<file path="config.mk">
export PLATFORM = sky130hd
export DESIGN_NAME = wb_axis_in
export DESIGN_NICKNAME = d
export VERILOG_FILES = /design/src/rtl/wb_axis_in_pkg.sv /design/src/rtl/wb_axis_in_fifo.sv /design/src/rtl/wb_axis_in.sv
export SDC_FILE = /design/constraint.sdc
export NUM_CORES = 1
export LEC_CHECK = 0
export BUFFER_PORTS_ARGS = -buffer_cell sky130_fd_sc_hd__buf_4
export CAP_MARGIN = 5
export CORE_ASPECT_RATIO = 1.2
export CORE_MARGIN = 1
export CORE_UTILIZATION = 50
export CTS_CLUSTER_DIAMETER = 100
export DETAILED_ROUTE_END_ITERATION = 10
export PLACE_DENSITY = 0.67
export SLEW_MARGIN = 20
export SYNTH_ARGS = -nofsm -noshare
export SYNTH_HDL_FRONTEND = slang
export SYNTH_SLANG_ARGS = --single-unit
</file>
<file path="constraint.sdc">
create_clock -name wb_clk_i -period 6.9 [get_ports wb_clk_i]
set_clock_uncertainty 0.2 [all_clocks]
set_input_delay 0.345 -clock wb_clk_i [delete_from_list [all_inputs] [get_ports wb_clk_i]]
set_output_delay 0.345 -clock wb_clk_i [all_outputs]
set_load 0.05 [all_outputs]
</file>
<file path="src/rtl/wb_axis_in_pkg.sv">
// Shared definitions for the Wishbone-to-AXI-Stream input bridge:
// register offsets, status bit layout and FSM state encoding.
package wb_axis_in_pkg;

    localparam logic [7:0] ADDR_X_IN = 8'h80;
    localparam logic [7:0] ADDR_LEN  = 8'h88;
    localparam logic [7:0] ADDR_STAT = 8'h90;

    localparam int STAT_FULL_BIT  = 0;
    localparam int STAT_EMPTY_BIT = 1;
    localparam int STAT_CNT_LSB   = 4;
    localparam int STAT_CNT_W     = 4;

    typedef enum logic [1:0] {
        IDLE  = 2'd0,
        PUSH  = 2'd1,
        REGWR = 2'd2,
        REGRD = 2'd3
    } state_t;

endpackage

</file>
<file path="src/rtl/wb_axis_in_fifo.sv">
// Small circular-buffer FIFO with occupancy count; the head entry is always
// presented on head_data and stays put until it is popped.
module axis_sync_fifo #(
    parameter int WIDTH = 33,
    parameter int DEPTH = 4,
    localparam int CNT_W = $clog2(DEPTH + 1)
) (
    input  logic             wb_clk_i,
    input  logic             wb_rst_i,
    input  logic             push,
    input  logic [WIDTH-1:0] push_data,
    input  logic             pop,
    output logic [WIDTH-1:0] head_data,
    output logic             full,
    output logic             empty,
    output logic [CNT_W-1:0] count
);

    localparam int PTR_W = (DEPTH > 1) ? $clog2(DEPTH) : 1;

    logic [WIDTH-1:0] mem [DEPTH];
    logic [PTR_W-1:0] rd_ptr;
    logic [PTR_W-1:0] wr_ptr;
    logic             do_push;
    logic             do_pop;

    // Pointers wrap at DEPTH, which need not be a power of two.
    function automatic logic [PTR_W-1:0] next_ptr(input logic [PTR_W-1:0] p);
        return (p == PTR_W'(DEPTH - 1)) ? '0 : p + PTR_W'(1);
    endfunction

    assign full      = (count == CNT_W'(DEPTH));
    assign empty     = (count == '0);
    assign do_push   = push & ~full;
    assign do_pop    = pop & ~empty;
    assign head_data = mem[rd_ptr];

    always_ff @(posedge wb_clk_i or posedge wb_rst_i) begin
        if (wb_rst_i) begin
            rd_ptr <= '0;
            wr_ptr <= '0;
            count  <= '0;
        end else begin
            if (do_push) wr_ptr <= next_ptr(wr_ptr);
            if (do_pop)  rd_ptr <= next_ptr(rd_ptr);
            case ({do_push, do_pop})
                2'b10:   count <= count + CNT_W'(1);
                2'b01:   count <= count - CNT_W'(1);
                default: count <= count;
            endcase
        end
    end

    // Storage is cleared on reset so the stream outputs read zero afterwards.
    always_ff @(posedge wb_clk_i or posedge wb_rst_i) begin
        if (wb_rst_i) begin
            for (int i = 0; i < DEPTH; i++) mem[i] <= '0;
        end else if (do_push) begin
            mem[wr_ptr] <= push_data;
        end
    end

endmodule

</file>
<file path="src/rtl/wb_axis_in.sv">
// Wishbone slave that queues CPU-written samples and streams them to the FIR
// engine over AXI-Stream, marking frame ends with tlast from a programmable length.
module wb_axis_in
    import wb_axis_in_pkg::*;
#(
    parameter int pADDR_WIDTH = 12,
    parameter int pDATA_WIDTH = 32,
    parameter int FIFO_DEPTH  = 4
) (
    input  logic                   wb_clk_i,
    input  logic                   wb_rst_i,
    input  logic                   wbs_stb_i,
    input  logic                   wbs_cyc_i,
    input  logic                   wbs_we_i,
    input  logic [3:0]             wbs_sel_i,
    input  logic [31:0]            wbs_dat_i,
    input  logic [31:0]            wbs_adr_i,
    output logic                   wbs_ack_o,
    output logic [31:0]            wbs_dat_o,
    output logic                   ss_tvalid,
    output logic [pDATA_WIDTH-1:0] ss_tdata,
    output logic                   ss_tlast,
    input  logic                   ss_tready
);

    localparam int CNT_W = $clog2(FIFO_DEPTH + 1);

    state_t               state;
    state_t               next_state;
    logic [7:0]           offset;
    logic                 rd_req;
    logic                 wr_req;
    logic                 fifo_push;
    logic                 fifo_pop;
    logic                 fifo_full;
    logic                 fifo_empty;
    logic [CNT_W-1:0]     fifo_count;
    logic [pDATA_WIDTH:0] fifo_head;
    logic [31:0]          len;
    logic [31:0]          in_cnt;
    logic [31:0]          status;
    logic [31:0]          rd_data;
    logic                 push_last;
    logic                 len_we;
    logic                 ack;
    logic                 unused_inputs;

    // Byte selects and upper address bits are not decoded by this slave.
    assign unused_inputs = ^{wbs_sel_i, wbs_adr_i[31:8], pADDR_WIDTH[0]};

    assign offset = wbs_adr_i[7:0];
    assign rd_req = wbs_cyc_i & wbs_stb_i & ~wbs_we_i;
    assign wr_req = wbs_cyc_i & wbs_stb_i & wbs_we_i;

    always_comb begin
        status                                  = '0;
        status[STAT_FULL_BIT]                   = fifo_full;
        status[STAT_EMPTY_BIT]                  = fifo_empty;
        status[STAT_CNT_LSB +: STAT_CNT_W]      = STAT_CNT_W'(fifo_count);
    end

    always_ff @(posedge wb_clk_i or posedge wb_rst_i) begin
        if (wb_rst_i) state <= IDLE;
        else          state <= next_state;
    end

    // A full FIFO holds the bus in PUSH until the stream side frees a slot.
    always_comb begin
        next_state = state;
        ack        = 1'b0;
        fifo_push  = 1'b0;
        len_we     = 1'b0;
        rd_data    = '0;
        case (state)
            IDLE: begin
                if (wr_req && offset == ADDR_X_IN)
                    next_state = PUSH;
                else if (wr_req && (offset == ADDR_LEN || offset == ADDR_STAT))
                    next_state = REGWR;
                else if (rd_req && (offset == ADDR_LEN || offset == ADDR_STAT))
                    next_state = REGRD;
            end
            PUSH: begin
                if (!fifo_full) begin
                    ack        = 1'b1;
                    fifo_push  = 1'b1;
                    next_state = IDLE;
                end
            end
            REGWR: begin
                ack        = 1'b1;
                len_we     = (offset == ADDR_LEN);
                next_state = IDLE;
            end
            REGRD: begin
                ack        = 1'b1;
                rd_data    = (offset == ADDR_LEN) ? len : status;
                next_state = IDLE;
            end
            default: next_state = IDLE;
        endcase
    end

    assign wbs_ack_o = ack;
    assign wbs_dat_o = rd_data;

    assign push_last = (len != 32'd0) && (in_cnt == len - 32'd1);

    // Frame position restarts on every tlast and whenever LEN is rewritten.
    always_ff @(posedge wb_clk_i or posedge wb_rst_i) begin
        if (wb_rst_i) begin
            len    <= '0;
            in_cnt <= '0;
        end else if (len_we) begin
            len    <= wbs_dat_i;
            in_cnt <= '0;
        end else if (fifo_push) begin
            in_cnt <= push_last ? 32'd0 : in_cnt + 32'd1;
        end
    end

    assign fifo_pop = ss_tvalid & ss_tready;

    axis_sync_fifo #(
        .WIDTH(pDATA_WIDTH + 1),
        .DEPTH(FIFO_DEPTH)
    ) u_fifo (
        .wb_clk_i (wb_clk_i),
        .wb_rst_i (wb_rst_i),
        .push     (fifo_push),
        .push_data({push_last, wbs_dat_i[pDATA_WIDTH-1:0]}),
        .pop      (fifo_pop),
        .head_data(fifo_head),
        .full     (fifo_full),
        .empty    (fifo_empty),
        .count    (fifo_count)
    );

    assign ss_tvalid = ~fifo_empty;
    assign ss_tdata  = fifo_head[pDATA_WIDTH-1:0];
    assign ss_tlast  = fifo_head[pDATA_WIDTH];

endmodule

</file>
# After elaboration in Yosys (flattened, before gate mapping)
# Cells that the tools add are included.
[totals]
reg_bits = 205
inputBits = 74
out_inout_bits = 67
word_cells = 80
[classes]
n_addsub = 6
order_cmp = 3
n_eq_ne = 14
mux = 23
bitwise_logic = 11
reduce_logical = 13
[ops]
columns = ["operator", "count"]
rows = [
  ["$mux 32", 5],
  ["$bwmux 132", 1],
  ["$mux 33", 3],
  ["$bmux 33 s2", 1],
  ["$demux 33 s2", 1],
  ["$add 32x1->32 const B", 1],
  ["$eq 32x32->1", 1],
  ["$reduce_bool 32->1", 1],
  ["$sub 32x1->32 const B", 1],
  ["$eq 8x8->1 const B", 3],
  ["$mux 2", 6],
  ["$eq 2x2->1 const B", 5],
  ["$and 1x1->1", 6],
  ["$ge 3x3->1 const B", 2],
  ["$not 2->3", 2],
  ["$pmux 2 s3", 1],
  ["$pmux 3 s2", 1],
  ["$logic_and 1x1->1", 5],
  ["$add 2x1->2 const B", 2],
  ["$eq 2x1->1 const B", 2],
  ["$ne 4x4->1 const B", 1],
  ["$reduce_bool 2->1", 2],
  ["$add 3x1->3 const B", 1],
  ["$eq 3x3->1 const B", 1],
  ["other kinds (11)", 15],
]

# Logic depth before layout (Yosys ltp)
# Gate-level depths: netlist of run 1.
[depth]
word_depth = 7
mapped_depth = 11
depth_no_buf = 10

# Modules after synthesis
# Synthesis of run 1 repeated with hierarchy kept, for this count alone.
[hier_totals]
hier_cells = 880
hier_area_um2 = 11298.3
[modules_own_cells]
columns = ["mod", "instances", "cells_per_inst", "area_per_inst_um2", "seq_area_each_um2"]
rows = [
  ["axis_sync_fifo", 1, 361, 6638.9, 3478.3],
  ["wb_axis_in", 1, 519, 4659.5, 1651.6],
]

# Worst setup path before layout of run 1
# No wires, ideal clock.
[synth_timing]
path_kind = "register to register"
start = "register len[0]"
end = "register in_cnt[5]"
setup_ns = 0.154
arrival_ns = 3.176
required_ns = 6.546
path_slack_ns = 3.370
stages_incl_launch_ff = 12
path_buffers = 1
synth_period_minus_slack_ns = 3.530
cell_sequence = "dfrtp_1 inv_1 ha_1 or3b_2 nor4_1 nand2_1 xnor2_1 nor4_1 nand4_1 nor4_4 buf_6 nor4_2"
[synth_between]
elab_chain_cells = 6
word_cells_on_any_way = 7
cone_classes = "add/sub: 1; eq/ne: 1; mux: 3; reduce/logical: 2"
[synth_rtl]
columns = ["element", "line_no", "source"]
rows = [
  ["from (decl)", "wb_axis_in.sv:39", "logic [31:0] len;"],
  ["from (signal assigned)", "wb_axis_in.sv:115", "len <= wbs_dat_i;"],
  ["$sub 32x1->32", "wb_axis_in.sv:107", "assign push_last = (len != 32'd0) && (in_cnt == len - 32'd1);"],
  ["$eq 32x32->1", "wb_axis_in.sv:107", ""],
  ["$logic_and 1x1->1 *", "wb_axis_in.sv:107", ""],
  ["$mux 32 *", "wb_axis_in.sv:118", "in_cnt <= push_last ? 32'd0 : in_cnt + 32'd1;"],
  ["$mux 32 *", "wb_axis_in.sv:117", "end else if (fifo_push) begin"],
  ["$mux 32 *", "wb_axis_in.sv:114", "end else if (len_we) begin"],
  ["to (signal assigned)", "wb_axis_in.sv:118", ""],
  ["to (decl)", "wb_axis_in.sv:40", "logic [31:0] in_cnt;"],
]
# Every way passes the cells marked *; elsewhere a longest branch is shown, timed or not. The select of a mux whose other input is x is not followed.
# A chain may end at the register's enable or synchronous reset.

# Final worst setup path of run 1
[layout_timing]
start = "register len[1]"
end = "register u_fifo.mem[65] in the netlist's numbering"
[layout_between]
elab_chain_cells = 4
word_cells_on_any_way = 5
cone_classes = "add/sub: 1; eq/ne: 1; mux: 1; reduce/logical: 2"
[layout_rtl]
columns = ["element", "line_no", "source"]
rows = [
  ["$sub 32x1->32", "wb_axis_in.sv:107", ""],
  ["$eq 32x32->1", "wb_axis_in.sv:107", ""],
  ["$logic_and 1x1->1 *", "wb_axis_in.sv:107", ""],
  ["$bwmux 132 *", "wb_axis_in_fifo.sv:59", "mem[wr_ptr] <= push_data;"],
  ["to (signal, indexed assignment)", "wb_axis_in_fifo.sv:59", ""],
  ["to (decl)", "wb_axis_in_fifo.sv:21", "logic [WIDTH-1:0] mem [DEPTH];"],
]
# Every way passes the cells marked *; elsewhere a longest branch is shown, timed or not.

==> results of run 1 <==
power by group:
group	leakage (nW)	internal, W	total [W]	switching (W)
clock	0.376	0.000758	0.00125	0.000488
sequential	2.41	0.00151	0.00168	0.000173
combinational	2.76	0.000775	0.00183	0.00105
final cells by class:
cell class              instances  area, µm²  area share [%]
flip-flops and latches        205       5130            39.3
clock inverters                 7        125           0.957
inverters                      14       60.1           0.460
multi-input cells             662       5450            41.7
clock buffers                  33        642            4.91
repair buffers                161       1320            10.1
well taps                     270        338            2.59
through the flow:
step	power (W)	worst slack [ns]	util [%]
2_1_floorplan	0.00304	0.759	-
3_3_place_gp	0.00347	2.72	56.4
5_1_grt	0.00497	2.60	61.9
3_5_place_dp	0.00351	2.69	56.4
6_report	0.00475	2.88	61.9
4_1_cts	0.00479	2.65	61.7
logic make-up after synthesis:
group,after synthesis,share of synthesized area [%]
AOI/OAI and AO/OA,52,3.12
muxes,172,21.2
buffers and inverters,69,2.70
adders and majority gates,10,1.22
xor gates and xnor gates,78,6.29
DFF,205,47.2
and+or+nand+nor,350,18.2
state kept, by name (all words and copies together) (netlist names):
register       count
in_cnt            32
len               32
state              2
u_fifo.count       3
u_fifo.mem       132
u_fifo.rd_ptr      2
u_fifo.wr_ptr      2
how the worst max path moves through the flow:
stage                                   to  slack [ns]  cells past startpoint
2_1_floorplan        in_cnt[0]$_DFFE_PP0P_        0.76                      1
3_3_place_gp         in_cnt[5]$_DFFE_PP0P_        2.72                     11
3_5_place_dp         in_cnt[5]$_DFFE_PP0P_        2.69                     11
4_1_cts              in_cnt[5]$_DFFE_PP0P_        2.65                     11
5_1_grt        u_fifo.mem[131]$_DFFE_PP0P_        2.60                     10
6_report        u_fifo.mem[65]$_DFFE_PP0P_        2.88                     10
synthesized netlist by cell type, drive strengths merged (3+ instances only):
cell type | number | area [µm²]
a211oi | 3 | 27.5
a21oi | 8 | 40.0
a31oi | 3 | 18.8
and2 | 28 | 175
and3 | 6 | 37.5
buf | 23 | 120
clkbuf | 32 | 120
dfrtp | 205 | 5130
ha | 9 | 113
inv | 13 | 48.8
mux2 | 133 | 1500
mux2i | 6 | 60.1
mux4 | 33 | 743
nand2 | 125 | 472
nand3 | 24 | 125
nand3b | 3 | 22.5
nand4 | 19 | 125
nand4b | 4 | 35.0
nor2 | 43 | 164
nor3 | 43 | 350
nor3b | 5 | 37.5
nor4 | 19 | 180
nor4b | 3 | 41.3
o21ai | 18 | 90.1
or3 | 7 | 43.8
or4 | 9 | 75.1
xnor2 | 43 | 377
xor2 | 35 | 307
per-layer routing:
metal	global-route usage, %	routed length, µm	up-vias	part of all wire, %
met4	7.17	665	0	2.5
li1	-	-	3584	-
met1	33.0	11600	3916	44
met5	0	0	-	0
met2	41.8	13000	148	50
met3	3.04	943	40	3.6
worst max-delay path, delay by kind of cell (launching register included):
family | cells | cell delay (ns)
flops | 1 | 0.41
mux | 1 | 0.23
compound gates | 3 | 0.59
fa+ha+maj | 1 | 0.30
buf+inv | 1 | 0.17
simple gates | 4 | 2.05
==> results by group, run 1 <==
Outcome
  • Outcome: complete, no violations

Die
  • Core ar.: 21,100 µm²
  • IO Count: 141
  • Die area: 22,300 µm²
  • Die Span X: 137 µm
  • DIE HEIGHT: 163 µm
  • Row cnt: 58
  • Initial Util: 51.4%

GRT
  • Number of antenna violations at the first check in global routing: 0
  • GR Util All Layers: 24.7%
  • Vias in the first global route: 8,034
  • First-pass GRT wire length: 43,000 µm
  • Total gr overflow: 0
  • Largest net degree at the start of global routing: 144

Synthesis
  • Seq cells post-synth: 205
  • Seq/Total Area, Yosys: 47.2%
  • Post-synth EDFFs: 0
  • Syn nets: 1,020
  • Synthesized area per cell: 11.6 µm²
  • Yosys warnings: 0
  • Cell Area, Synth: 10,900 µm²
  • Ys flop type: dfrtp_1
  • Post-synth cell types: 65
  • Fraction of registers with async set/reset: 100%
  • Post-synthesis instance total: 936

Final layout
  • Commonest non-fill, non-tap cell in the layout: dfrtp_1
  • Ant diodes: 0
  • FILL cells: 1,676
  • Share of layout cells above drive strength 1: 34.6%
  • Most frequent cells in the layout: dfrtp_1 (204), mux2_2 (129), nand2_1 (124), buf_4 (124), xnor2_1 (43)
  • Post-layout net count: 1,150
  • Post-Layout Cell Count: 1,352
  • Post-route cell area: 13,100 µm²
  • Area grow syn2layout: 20.3%

STA
  • RSZ-0062 raised after global routing: no
  • Final hold viol count: 0
  • Peak Freq: 249 MHz
  • WHS: 0.0194 ns
  • Finish-stage setup viols: 0
  • Minimum clock period: 4.02 ns
  • Worst slew pin tran: 0.832 ns
  • Total Neg Setup Slack: 0 ns
  • Rel. slew slack: 44.5%
  • Final Cycle Share: 58.3%
  • Max Slew Vio Count: 0

Min path
  • Worst hold stages: 3
  • Worst hold path type: in2reg
  • Hold Crit Start: ss_tready
  • Worst Hold End: u_fifo.rd_ptr[0]$_DFFE_PP0P_

Clocking
  • Worst-Skew Late Latency: 0.52 ns
  • Post-CTS sizing: 0
  • CTS tree: yes
  • CTS buffer count: 22
  • Post-CTS setup buffer count: 0
  • CTS max path bufs: 3
  • Hold_buf cts: 36
  • CTS Sinks: 205
  • Clock H-tree levels: 1
  • Clk slew on worst S/H paths: 0.07 ns
  • Root Buffer: clkbuf_16

Setup path
  • R2R Path Start: len[1]$_DFFE_PP0P_
  • RR Endpoint: u_fifo.mem[65]$_DFFE_PP0P_
  • Slowest CP cell: nor4_2
  • Setup crit start: len[1]$_DFFE_PP0P_
  • Crit-path max FO: 6
  • Worst Path Required: 7.15 ns
  • Worst setup EP type: flip-flop
  • R2R depth: 10
  • Worst path arrival time: 4.27 ns
  • Worst setup path category: reg2reg
  • Critical-path cell list: inv_1 -> ha_1 -> nor3b_1 -> nand4_1 -> nor2_1 -> o211ai_1 -> a211oi_2 -> o22ai_1 -> nor4_2 -> mux2_1
  • Critical path launch point type: flip-flop
  • Max stage delay on crit path: 0.62 ns
  • R2R Setup Slk: 2.88 ns

Detailed routing
  • Routed via count: 7,688
  • Antenna Nets Post-Route: 0
  • Vias/cell: 5.69
  • Starting DRC count in detailed routing: 400
  • Detailed Route WL: 26,200 µm
  • First-pass detailed-route iteration total: 5
  • Drt wl/cell: 19.3 µm
  • DRC violations left: 0

Placed design
  • DP Area: 11,900 µm²
  • Placed cells: 1,275
  • DP HPWL: 16,800 µm
  • Routability cong.: 0.848
  • IO buf count: 112

Power
  • Peak supply drop: 0.339 mV
  • Pleak: 5.55 nW
  • Pwr/cell area: 364 nW/µm²

Job
  • Maxcap violations: 0
Note: power is estimated with default switching activity, not from simulation.
==> inputs of run 2 (changes only) <==
--- a/config.mk
+++ b/config.mk
@@ -12,7 +12,7 @@
 export CORE_UTILIZATION = 50
 export CTS_CLUSTER_DIAMETER = 100
 export DETAILED_ROUTE_END_ITERATION = 10
-export PLACE_DENSITY = 0.67
+export PLACE_DENSITY = 0.69
 export SLEW_MARGIN = 20
 export SYNTH_ARGS = -nofsm -noshare
 export SYNTH_HDL_FRONTEND = slang
==> constraint.sdc (replaced) <==
create_clock -name wb_clk_i -period 3.35 [get_ports wb_clk_i]
set_clock_uncertainty 0.2 [all_clocks]
set_input_delay 0.1675 -clock wb_clk_i [delete_from_list [all_inputs] [get_ports wb_clk_i]]
set_output_delay 0.1675 -clock wb_clk_i [all_outputs]
set_load 0.05 [all_outputs]
==> results by group, run 2 (synthesis results as in run 1) <==
Clocking
  • Clk slew on worst S/H paths: 0.06 ns
  • CTS buffer count: 22
  • Root Buffer: clkbuf_16
  • Clock H-tree levels: 1
  • CTS Sinks: 205
  • CTS max path bufs: 3
  • Worst-Skew Late Latency: 0.50 ns
  • CTS tree: yes

STA
  • Peak Freq: 295 MHz
  • Final Cycle Share: 101%
  • Max Slew Vio Count: 0
  • Final hold viol count: 0
  • Finish-stage setup viols: 31
  • Minimum clock period: 3.39 ns
  • Rel. slew slack: 39.7%
  • Setup slack after layout: -0.0375 ns
  • Worst slew pin tran: 0.904 ns
  • RSZ-0062 raised after global routing: yes

Power
  • Pwr/cell area: 713 nW/µm²
  • Pleak: 5.93 nW
  • Peak supply drop: 0.665 mV
  • Pwr Total: 0.00981 W

Final layout
  • FILL cells: 1,576
  • Most frequent cells in the layout: dfrtp_1 (204), buf_4 (181), mux2_2 (129)
  • Top Registers: u_fifo.mem x132, in_cnt x32, len x32
  • Ant diodes: 0
  • Top reg by flops: u_fifo.mem
  • Share of layout cells above drive strength 1: 38.9%
  • Post-Layout Cell Count: 1,420
  • Largest register FFs: 132
  • Area grow syn2layout: 26.8%
  • Post-route cell area: 13,800 µm²
  • Commonest non-fill, non-tap cell in the layout: dfrtp_1
  • Post-layout net count: 1,220
  • Final core occ: 65.2%

Detailed routing
  • Drt wl/cell: 19.0 µm
  • Met1 wire length: 11,500 µm
  • DRC violations left: 0
  • Detailed Route WL: 27,000 µm
  • Met2 WL: 13,400 µm
  • Starting DRC count in detailed routing: 417
  • First-pass detailed-route iteration total: 4
  • DR top layer: met4
  • Vias/cell: 5.63
  • Antenna Nets Post-Route: 0
  • Routed via count: 7,993
  • Met3 WL: 1380 µm

Setup path
  • Worst setup path category: reg2reg
  • Critical path launch point type: flip-flop
  • R2R depth: 10
  • Crit-path max FO: 7
  • Worst path arrival time: 3.57 ns
  • Worst setup EP type: flip-flop
  • Worst Path Required: 3.53 ns

Outcome
  • Failing checks: setup timing
  • Outcome: finished with violations

Die
  • DIE HEIGHT: 163 µm
  • Row cnt: 58
  • Die Span X: 137 µm
  • Initial Util: 51.4%
  • IO Count: 141
  • Die area: 22,300 µm²
  • Core ar.: 21,100 µm²

Placed design
  • Placed cells: 1,337
  • Routability cong.: 0.901
  • IO buf count: 112
  • Dpl ws: -0.138 ns
  • DP Area: 12,400 µm²
  • DP HPWL: 17,800 µm

GRT
  • GR Util All Layers: 25.1%
  • Total gr overflow: 0
  • Number of antenna violations at the first check in global routing: 1
  • Largest net degree at the start of global routing: 87
  • Vias in the first global route: 8,183
  • First-pass GRT wire length: 43,400 µm

Min path
  • Worst hold path type: in2reg
  • Worst hold stages: 4

Job
  • Maxcap violations: 0
[run 2: cell count changes in the layout (fill, tap and decap cells not counted), moves of 3 or more]
cell,change
dlygate4sd3_1,+5
buf_4,+57
buf_12,+8
or4_1,-3
or4_4,+3
[run 2: worst max-delay path: stages (launching register included)]
cell	delay, ns
dfrtp_1	0.43
or4_4	0.52
nor4_4	0.36
nand2_2	0.14
or4_4	0.55
a211oi_4	0.29
o21ai_2	0.11
nor4_4	0.29
buf_4	0.19
buf_6	0.15
nor3_2	0.05
[run 2: layer usage]
metal / GRT usage [%] / vias to the layer above
met5: 0 / -
met4: 8.13 / 0
met3: 4.28 / 52
met2: 42.0 / 190
met1: 33.2 / 4000
li1: - / 3751
[run 2: repair_timing]
action / CTS / global route
hold endpoints to repair: 369 / 0
setup buffers: 0 / 3
pin swaps: 1 / 20
cloned: 0 / 2
hold buffers: 41 / 0
gates resized for setup: 5 / 22
setup endpoints to repair: 36 / 36
[run 2: metrics by stage]
step / setup TNS (ns) / hold slack, ns
final: -0.840 / 0.244
after global routing: -4.32 / 0.254
after CTS: -0.000151 / 0.229
after detailed placement: -3.58 / -0.0784
after global placement: -2.16 / -0.0829
after floorplan: 0 / 0.0729
[run 2: power by group]
group | total [W] | switching, W | internal [W] | leakage (nW)
Sequential | 0.00346 | 0.000355 | 0.00310 | 2.41
Clock | 0.00259 | 0.000984 | 0.00161 | 0.382
Combinational | 0.00376 | 0.00216 | 0.00161 | 3.14
Total | 0.00981 | 0.00349 | 0.00632 | 5.93
[run 2: final timing paths]
check                                            from                         end  slack (ns)
max                               len[13]$_DFFE_PP0P_       in_cnt[6]$_DFFE_PP0P_       -0.04
min reg2reg                u_fifo.mem[65]$_DFFE_PP0P_  u_fifo.mem[65]$_DFFE_PP0P_        0.29
min in group asynchronous                    wb_rst_i  u_fifo.mem[30]$_DFFE_PP0P_        0.55
min                                     wbs_dat_i[24]         len[24]$_DFFE_PP0P_        0.24
max reg2reg                       len[13]$_DFFE_PP0P_       in_cnt[6]$_DFFE_PP0P_       -0.04
max in group asynchronous                    wb_rst_i  u_fifo.mem[16]$_DFFE_PP0P_        1.67
[run 2: area by class of cell]
type                       instances  area, µm²  share of cell area [%]
clock buffer                      33        673                    4.89
clock inverter                     5        100                   0.727
inverter                          14       56.3                   0.409
multi-input combinational        662       5530                    40.2
sequential                       205       5130                    37.3
tap                              270        338                    2.45
timing repair buffer             231       1940                    14.1
==> inputs of run 3 (changes only) <==
--- a/config.mk
+++ b/config.mk
@@ -13,6 +13,8 @@
 export CTS_CLUSTER_DIAMETER = 100
 export DETAILED_ROUTE_END_ITERATION = 10
 export PLACE_DENSITY = 0.69
+export SETUP_SLACK_MARGIN = 0.15
+export SKIP_LAST_GASP = 1
 export SLEW_MARGIN = 20
 export SYNTH_ARGS = -nofsm -noshare
 export SYNTH_HDL_FRONTEND = slang
==> results by group, run 3 (synthesis results as in run 1) <==
Outcome
  • Outcome: finished with violations
  • Failing checks: setup timing

Clocking
  • CTS tree: yes
  • Clk slew on worst S/H paths: 0.06 ns
  • Root Buffer: clkbuf_16
  • CTS buffer count: 22
  • Clock H-tree levels: 1
  • Worst-Skew Late Latency: 0.50 ns
  • CTS Sinks: 205
  • CTS max path bufs: 3

Setup path
  • Worst Path Required: 3.53 ns
  • RR Endpoint: in_cnt[2]$_DFFE_PP0P_
  • R2R Setup Slk: -0.02 ns
  • Setup crit start: len[0]$_DFFE_PP0P_
  • Worst setup path category: reg2reg
  • Worst path arrival time: 3.55 ns
  • Crit-path max FO: 8
  • Worst setup EP type: flip-flop
  • Slowest CP cell: or4_4
  • Max stage delay on crit path: 0.57 ns
  • R2R Path Start: len[0]$_DFFE_PP0P_
  • Critical path launch point type: flip-flop
  • Critical-path cell list: or4_4 -> buf_6 -> nor4_4 -> nand2_2 -> or4_4 -> a211oi_4 -> o21ai_1 -> buf_4 -> nor4_4 -> buf_4 -> buf_12 -> nor3_2
  • R2R depth: 12

Placed design
  • Routability cong.: 0.883
  • IO buf count: 112
  • DP Area: 12,600 µm²
  • Placed cells: 1,347
  • Dpl ws: -0.0785 ns
  • DP HPWL: 17,800 µm

STA
  • Finish-stage setup viols: 14
  • Max Slew Vio Count: 0
  • Minimum clock period: 3.37 ns
  • Peak Freq: 296 MHz
  • Final Cycle Share: 101%
  • Final hold viol count: 0
  • WHS: 0.238 ns
  • Setup slack after layout: -0.0247 ns
  • RSZ-0062 raised after global routing: yes
  • Worst slew pin tran: 0.871 ns
  • Rel. slew slack: 41.9%

GRT
  • Number of antenna violations at the first check in global routing: 0
  • Largest net degree at the start of global routing: 143
  • First-pass GRT wire length: 43,500 µm
  • Total gr overflow: 0
  • GR Util All Layers: 25.0%
  • Vias in the first global route: 8,408

Final layout
  • Register area: 5130 µm²
  • Post-Layout Cell Count: 1,432
  • Top reg by flops: u_fifo.mem
  • Ant diodes: 0
  • Post-layout net count: 1,231
  • Final core occ: 65.3%
  • Share of layout cells above drive strength 1: 39.5%
  • Area grow syn2layout: 27.0%
  • Commonest non-fill, non-tap cell in the layout: dfrtp_1
  • FILL cells: 1,612
  • Largest register FFs: 132
  • Top Registers: u_fifo.mem x132, in_cnt x32, len x32
  • Post-route cell area: 13,800 µm²
  • Area occupied by multi-input gates: 5550 µm²
  • Most frequent cells in the layout: dfrtp_1 (204), buf_4 (190), mux2_2 (129)

Detailed routing
  • First-pass detailed-route iteration total: 5
  • Starting DRC count in detailed routing: 475
  • DRC violations left: 0
  • Detailed Route WL: 26,500 µm
  • Vias/cell: 5.58
  • Antenna Nets Post-Route: 0
  • Routed via count: 7,997
  • Drt wl/cell: 18.5 µm

Die
  • Die Span X: 137 µm
  • DIE HEIGHT: 163 µm
  • IO Count: 141
  • Die area: 22,300 µm²
  • Core ar.: 21,100 µm²
  • Row cnt: 58
  • Initial Util: 51.4%

Min path
  • Hold Crit Start: wbs_dat_i[26]
  • Worst Hold End: len[26]$_DFFE_PP0P_
  • Worst hold stages: 4
  • Worst hold path type: in2reg

Power
  • Pleak: 5.94 nW
  • Peak supply drop: 0.646 mV
  • Pwr/cell area: 694 nW/µm²

Job
  • Maxcap violations: 0
[run 3: through the flow]
step	setup TNS (ns)	power (W)
after floorplan	0	0.00627
final	-0.200	0.00957
after global placement	-0.389	0.00715
after CTS	-0.00107	0.00965
after global routing	-2.37	0.0100
after detailed placement	-1.85	0.00724
[run 3: power by group]
group / switching, W / total (W) / internal, W / leakage (nW)
clock: 0.000953 / 0.00234 / 0.00139 / 0.339
sequential: 0.000347 / 0.00345 / 0.00310 / 2.41
combinational: 0.00217 / 0.00378 / 0.00160 / 3.19
[run 3: metal layers]
| layer | part of all wire (%) | up-vias | track usage, % |
|---|---|---|---|
| met5 | 0 | - | 0 |
| met4 | 2.4 | 0 | 7.68 |
| met3 | 5.0 | 46 | 4.03 |
| met2 | 49 | 187 | 42.2 |
| met1 | 43 | 4016 | 32.8 |
| li1 | - | 3748 | - |
[run 3: how the worst max path moves through the flow]
| stage | slack (ns) | endpoint | cells past startpoint |
|---|---|---|---|
| 2_1_floorplan | 0.06 | in_cnt[5]$_DFFE_PP0P_ | 10 |
| 3_3_place_gp | -0.03 | in_cnt[18]$_DFFE_PP0P_ | 12 |
| 3_5_place_dp | -0.08 | in_cnt[16]$_DFFE_PP0P_ | 12 |
| 4_1_cts | -0.001 | in_cnt[9]$_DFFE_PP0P_ | 12 |
| 5_1_grt | -0.11 | in_cnt[4]$_DFFE_PP0P_ | 12 |
| 6_report | -0.02 | in_cnt[2]$_DFFE_PP0P_ | 12 |
[run 3: area by class of cell]
cell class | count | share of cell area (%)
Timing Repair Buffer | 242 | 14.7
Sequential cell | 205 | 37.2
Clock inverter | 5 | 0.390
Tap cell | 270 | 2.45
Multi-Input combinational cell | 662 | 40.2
Inverter | 14 | 0.408
Clock buffer | 34 | 4.62
[run 3: what timing repair did]
action,CTS,global route
pin swaps,30,3
buffers inserted,3,2
resized for setup,9,10
hold buffers,41,0
hold endpoints to repair,369,0
gates cloned,0,0
setup endpoints to repair,36,36
[run 3: critical path: cells and delay by family, from the launching register on]
kind	cells	cell delay, ns
AO/OA/AOI/OAI	2	0.35
AND/OR/NAND/NOR	6	1.64
flip-flops	1	0.39
buffers and inverters	4	0.65
